$ cat src/rtl/delay_chain_prober.sv
// delay_chain_prober
//
// Measures the propagation delay of an on-chip delay chain in clk cycles.
// Each launch toggles the chain input and counts cycles until the far end
// is seen at the same level through a two-flop synchronizer. Over
// 2^LOG_REPS launches the polarity alternates. The per-launch counts are
// summed and reported as one result.
//
// Ports:
//   clk         single rising-edge clock
//   rst         synchronous active-high reset
//   start       measurement request, only looked at while idle
//   chain_din   registered drive into the chain launch end
//   chain_dout  chain far end, asynchronous to clk
//   busy        high whenever a measurement is in progress
//   done        one-cycle pulse at the end of each measurement
//   timeout     sticky flag: the last measurement hit the per-launch limit
//   result      summed cycle count of the last measurement (all ones on timeout)

module delay_chain_prober #(
  parameter int MAX_CYC    = 255,
  parameter int SETTLE_CYC = 4,
  parameter int LOG_REPS   = 3,
  localparam int CW = $clog2(MAX_CYC + 1),
  localparam int RW = CW + LOG_REPS
) (
  input  logic          clk,
  input  logic          rst,
  input  logic          start,
  output logic          chain_din,
  input  logic          chain_dout,
  output logic          busy,
  output logic          done,
  output logic          timeout,
  output logic [RW-1:0] result
);

  localparam int SW = $clog2(SETTLE_CYC + 1);
  localparam int PW = (LOG_REPS > 0) ? LOG_REPS : 1;

  localparam logic [CW-1:0] CNT_LAST    = CW'(MAX_CYC - 1);
  localparam logic [SW-1:0] SETTLE_LAST = SW'(SETTLE_CYC - 1);
  localparam logic [PW-1:0] REP_LAST    = PW'((1 << LOG_REPS) - 1);

  typedef enum logic [1:0] {
    IDLE,
    SETTLE,
    WAIT,
    DONE
  } state_t;

  state_t        state;
  state_t        next_state;
  logic          sync1;
  logic          dout_s;
  logic [SW-1:0] settle_cnt;
  logic [CW-1:0] cnt;
  logic [PW-1:0] rep;
  logic [RW-1:0] acc;

  logic          clear;
  logic          launch;
  logic          arrive;
  logic          expire;

  // Next-state decode plus the single-cycle strobes that steer the datapath.
  always_comb begin
    next_state = state;
    clear      = 1'b0;
    launch     = 1'b0;
    arrive     = 1'b0;
    expire     = 1'b0;
    case (state)
      IDLE: begin
        if (start) begin
          clear      = 1'b1;
          next_state = SETTLE;
        end
      end
      SETTLE: begin
        if (settle_cnt == SETTLE_LAST) begin
          launch     = 1'b1;
          next_state = WAIT;
        end
      end
      WAIT: begin
        // Arrival has priority over the timeout on the very last count.
        if (dout_s == chain_din) begin
          arrive     = 1'b1;
          next_state = (rep == REP_LAST) ? DONE : SETTLE;
        end else if (cnt == CNT_LAST) begin
          expire     = 1'b1;
          next_state = DONE;
        end
      end
      DONE: begin
        next_state = IDLE;
      end
      default: begin
        next_state = IDLE;
      end
    endcase
  end

  // Status outputs are pure state decodes so busy and done drop together.
  always_comb begin
    busy = (state != IDLE);
    done = (state == DONE);
  end

  // State register, synchronizer and measurement datapath.
  // result is loaded on the edge that enters DONE so it is already valid
  // while done is high.
  always_ff @(posedge clk) begin
    if (rst) begin
      state      <= IDLE;
      sync1      <= 1'b0;
      dout_s     <= 1'b0;
      chain_din  <= 1'b0;
      settle_cnt <= '0;
      cnt        <= '0;
      rep        <= '0;
      acc        <= '0;
      timeout    <= 1'b0;
      result     <= '0;
    end else begin
      state  <= next_state;
      sync1  <= chain_dout;
      dout_s <= sync1;

      if (clear) begin
        acc        <= '0;
        rep        <= '0;
        timeout    <= 1'b0;
        settle_cnt <= '0;
      end

      if (state == SETTLE) begin
        if (launch) begin
          chain_din  <= ~chain_din;
          cnt        <= '0;
          settle_cnt <= '0;
        end else begin
          settle_cnt <= settle_cnt + SW'(1);
        end
      end

      if (arrive) begin
        acc <= acc + RW'(cnt);
        rep <= rep + PW'(1);
        if (rep == REP_LAST) begin
          result <= acc + RW'(cnt);
        end
      end else if (expire) begin
        timeout <= 1'b1;
        result  <= '1;
      end else if (state == WAIT) begin
        cnt <= cnt + CW'(1);
      end
    end
  end

endmodule

$ cat config.mk
export PLATFORM = sky130hd
export DESIGN_NAME = delay_chain_prober
export DESIGN_NICKNAME = d
export VERILOG_FILES = /design/src/rtl/delay_chain_prober.sv
export SDC_FILE = /design/constraint.sdc
export NUM_CORES = 1
export LEC_CHECK = 0
export ABC_AREA = 0
export ABC_CLOCK_PERIOD_IN_PS = 1800
export CORE_MARGIN = 1.5
export CORE_UTILIZATION = 46
export DETAILED_ROUTE_END_ITERATION = 8
export PLACE_DENSITY = 0.68
export SLEW_MARGIN = 5
export SYNTH_ARGS = -nofsm -noshare
export SYNTH_HDL_FRONTEND = slang
export SYNTH_SLANG_ARGS = --single-unit
$ cat constraint.sdc
create_clock -name clk -period 1.8 [get_ports clk]
set_input_delay 0.45 -clock clk [delete_from_list [all_inputs] [get_ports clk]]
set_output_delay 0.45 -clock clk [all_outputs]
set_load 0.05 [all_outputs]
== After elaboration in Yosys (flattened, before gate mapping) ==
Cells that the tools add are included.
Widths: inputs -> output; s select.

* Bits in registers: 42
* Input port bits: 4
* Output and inout bits: 15
* Logic and storage cells: 66

* Add/sub/neg operators: 4
* Equality and inequality tests: 11
* Multiplexer cells: 32
* Bitwise gates (word level): 1
* Reduce and logical (&&, ||, !) cells: 8

{| class="wikitable"
|+ Operators by type and width
! cell !! number
|-
| $mux 11 || 5
|-
| $mux 8 || 5
|-
| $mux 1 || 12
|-
| $mux 3 || 4
|-
| $add 11x8->11 || 1
|-
| $mux 2 || 5
|-
| $add 8x1->8 const B || 1
|-
| $eq 8x8->1 const B || 1
|-
| $pmux 2 s4 || 1
|-
| $reduce_bool 2->1 || 4
|-
| $add 3x1->3 const B || 2
|-
| $eq 2x2->1 const B || 2
|-
| $ne 2x2->1 const B || 2
|-
| $reduce_and 2->1 || 2
|-
| $eq 3x2->1 const B || 1
|-
| $eq 3x3->1 const B || 1
|-
| $ne 3x3->1 const B || 1
|-
| $reduce_and 3->1 || 1
|-
| $eq 2x1->1 const B || 1
|-
| $logic_not 2->1 || 1
|-
| $ne 2x1->1 const B || 1
|-
| $eq 1x1->1 || 1
|-
| $not 1->1 || 1
|}

== Logic depth before layout (Yosys ltp) ==
* Depth after elaboration: 8
* Gate-level depth with buffers: 8
* Gate-level depth less buffers: 7

== Worst setup path after synthesis ==
Ideal clock, no wire load.

* Path kind: reg2reg
* Start: register cnt[0]
* End: register result[10]
* Setup time: 86 ps
* Arrival time: 1866 ps
* Data required time: 1714 ps
* Path slack: -152 ps
* Stages on the path, launching flop included: 8
* Buffers on the path: 0
* Period minus slack after synthesis: 1952 ps
* Cell sequence: dfxtp_1 > ha_1 > fa_1 > a211oi_1 > o211ai_1 > nand4_1 > xor2_1 > a211oi_1

* Longest elaborated chain between the ends: 6
* Elaborated cells on any way between the ends: 9
* Classes of those cells: add/sub (1); eq/ne (1); mux (5); reduce/logical (2)

{| class="wikitable"
|+ Ends and longest elaborated chain
! item !! line !! RTL
|-
| start: declaration || 57 || <nowiki>logic [CW-1:0] cnt;</nowiki>
|-
| start signal: assignment || 158 || <nowiki>cnt <= cnt + CW'(1);</nowiki>
|-
| parallel branches: the longest is 6 deep, another holds $add 11x8->11 || -- ||
|-
| end signal: assignment || 152 || <nowiki>result <= acc + RW'(cnt);</nowiki>
|-
| end: declaration || 35 || <nowiki>output logic [RW-1:0] result</nowiki>
|}

Several ways; the timed one is not identified. The select of a mux whose other input is x is not followed.
A chain may end at the register's enable or synchronous reset.

== Worst setup path after layout ==
* Start: register acc[0]
* End: register result[10]

* Longest elaborated chain between the ends: 3

{| class="wikitable"
|+ Ends and longest elaborated chain
! item !! line !! RTL
|-
| start: declaration || 59 || <nowiki>logic [RW-1:0] acc;</nowiki>
|-
| start signal: assignment || 149 || <nowiki>acc <= acc + RW'(cnt);</nowiki>
|-
| $add 11x8->11 || 152 ||
|-
| $mux 11 || 151 || <nowiki>if (rep == REP_LAST) begin</nowiki>
|-
| $mux 11 || 148 || <nowiki>if (arrive) begin</nowiki>
|}

No other way between the ends. The select of a mux whose other input is x is not followed.

==> impl_metrics.csv <==
group,metric,value,unit
status,outcome,"complete, but fails checks",
status,violations,"setup timing",
synth,syn_avg_cell_area,8.76,um2
timing,rsz0062_at_grt,"yes",
synth,synth.cell_area,2210,um2
pwr,ir_worst_vdd,0.367,mV
die,die-area,5220,um2
routing,viasPerCell,5.56,
cts,clockRootBuffer,"clkbuf_8",
synth,yosys.area.top_type,"dfxtp_1",
cts,clk_pin_slew,0.08,ns
setup_path,ff2ff_path_depth,7,
timing,relSlewSlack,68.5,%
global_routing,grt_start_max_net_pins,24,
synth,yosysSeqAreaShare,38.1,%
synth,ys.flop_type,"dfxtp_1",
setup_path,cp.arrival,2.06,ns
pwr,p_leak,1.07,nW
cts,cts_buffers,5,
timing,worstMarginPinSlew,0.471,ns
cts,cts_buffer_depth,2,
cts,cts_num_sinks,42,
routing,drt_first_pass_iters,5,
timing,hold_violations,0,
die,rows,25,
routing,via_count,1912,
setup_path,critPathMaxFanout,3,
cells_and_area,antenna_cells,0,
timing,slew_violations,0,
die,start_util,47.4,%
synth,synth.distinct_cells,49,
timing,max_freq,0.535,GHz
global_routing,gr-usage-all-layers,19.0,%
timing,finClkSkew,0.00645,ns
placed_design,routabilityCongestion,0.850,
global_routing,overflow,0,
setup_path,path_class,"reg2reg",
cts,cts_htree_levels,2,
placed_design,dp.final_hpwl,3360,um
setup_path,crit_path_start_kind,"flop",
cts,tritoncts,"built",
global_routing,antenna_found_initial,0,
placed_design,placed_area,2540,um2
cts,clock_latency,0.30,ns
synth,synth_cells,252,
flow_run,cap_violations,0,
timing,setup_slack,-0.0682,ns
cells_and_area,nets,307,
global_routing,grt_pass1_vias,1723,
setup_path,cp.required,1.99,ns
cells_and_area,area_growth,25.5,%
pwr,powerDensity,602,nW/um2
synth,async_flop_share,0,%
cells_and_area,final_area,2770,um2
routing,drt-wirelength-per-cell,14.5,um
synth,synth_nets,270,
synth,ys_top_cells_by_area,"dfxtp_1, ha_1, nor2_1, a21oi_1, nand3_1",
synth,yosys_warnings,0,
synth,synth_edf_count,0,
worst_hold_path,hp-class,"reg2reg",
routing,drc,0,
synth,ys_seq_elements,42,
placed_design,io_buffers,18,
die,io_pins,19,
die,die_y,72.3,um
die,die_x,72.3,um
global_routing,grt_pass1_wl,7800,um
pwr,power,1.67,mW
cells_and_area,drive_gt1_share,27.6,%
synth,yosys.area.top_type_share,38.1,%
setup_path,critPathCaptureType,"flop",
timing,finalSetupViolations,3,
timing,min_period,1.87,ns
timing,fin_crit_sh,104,%
routing,final_antenna_net_count,0,
worst_hold_path,whs_path_depth,1,
die,coreArea,4660,um2
routing,routed_wl,4990,um
routing,drt_iter0_markers,181,
## final cells by class
| type | instances | area, um2 |
|---|---|---|
| Clock inverter | 1 | 5.00 |
| Timing Repair Buffer | 42 | 348 |
| Tap cell | 54 | 67.6 |
| Clock buffer | 7 | 86.3 |
| Sequential cell | 42 | 853 |
| Inverter | 4 | 15.0 |
| Multi-Input combinational cell | 194 | 1390 |
| Fill cell | 406 | 1890 |
## flip-flops by register name, indices dropped and copies added, names as in the netlist
register	count
cnt	8
chain_din	1
acc	11
timeout	1
settle_cnt	3
sync1	1
state	2
result	11
dout_s	1
rep	3
## per-stage QoR
stage	setup slack, ns	TNS, ns	std cells	util, %	hold slack [ns]
6_report	-0.0682	-0.126	344	59.4	0.443
2_1_floorplan	-0.00206	-0.00206	252	-	0.414
5_1_grt	-0.209	-1.13	344	59.4	0.459
3_5_place_dp	-0.0996	-0.340	335	54.6	0.428
4_1_cts	-0.0559	-0.116	343	57.6	0.451
3_3_place_gp	-0.0795	-0.184	335	54.6	0.420
## kinds of logic after synthesis
group,share of synthesized area (%)
AOI/OAI and AO/OA,19.9
xor gates and xnor gates,5.50
adders and majority gates,8.28
buffers and inverters,4.59
DFF,38.1
muxes,0.454
and+or+nand+nor,23.2
## synthesized netlist by cell type, types with 2 or more instances
| library cell | instances |
|---|---|
| nand4b_1 | 2 |
| nand3_1 | 17 |
| nor2_1 | 34 |
| nor3_1 | 2 |
| buf_6 | 3 |
| inv_1 | 4 |
| and2_1 | 2 |
| a31oi_1 | 4 |
| o22ai_1 | 2 |
| dfxtp_1 | 42 |
| a211oi_2 | 3 |
| o211ai_1 | 3 |
| a211oi_1 | 7 |
| a21oi_1 | 19 |
| nor2b_1 | 2 |
| nand4_1 | 2 |
| buf_2 | 5 |
| nor2_2 | 2 |
| xor2_1 | 9 |
| o21ai_0 | 11 |
| xnor2_1 | 3 |
| a221oi_1 | 5 |
| nand2_1 | 22 |
| and3_1 | 5 |
| or3_1 | 3 |
| ha_1 | 13 |
| clkbuf_1 | 4 |
## report_power, final
group          internal (mW)  switching, mW
Sequential             0.933        0.00753
Combinational         0.0353         0.0511
Clock                  0.310          0.329
Total                   1.28          0.388
## timing repair
item                       in CTS  in global routing
pin swaps                      12                 16
gates cloned                    0                  1
hold buffers                    0                  0
setup endpoints to repair       8                 18
resized for setup               8                 15
buffers inserted                0                  0
## layer usage
metal / GRT usage [%] / up-vias / part of all wire, %
li1: - / 976 / -
met1: 24.0 / 902 / 48
met2: 31.1 / 29 / 48
met3: 5.14 / 5 / 2.6
met4: 7.34 / 0 / 1.5
met5: 0 / - / 0
## placed cells by master (no fill, tap or decap), drive strengths merged, types with 4 or more instances in the layout
cell type  instances
inv                4
a211oi            10
dfxtp             42
ha                13
a221oi             6
nand3             17
o21ai             11
nor2              36
a31oi              4
xor2              10
a21oi             19
buf               39
clkbuf             7
nand2             22
and3               5
## critical path, cell delays in order (launching register included)
cell      delay [ns]
dfxtp_2         0.34
ha_4            0.16
fa_2            0.39
a211oi_4        0.28
o211ai_1        0.18
nand4_1         0.18
xor2_1          0.15
a211oi_1        0.08
## path summary, 6_finish.rpt
path              startpoint    endpoint  slack [ns]
hold / removal         sync1      dout_s        0.44
setup reg to reg      acc[0]  result[10]       -0.07
hold reg to reg        sync1      dout_s        0.44
setup / recovery      acc[0]  result[10]       -0.07
Note: power is estimated with default switching activity, not from simulation.
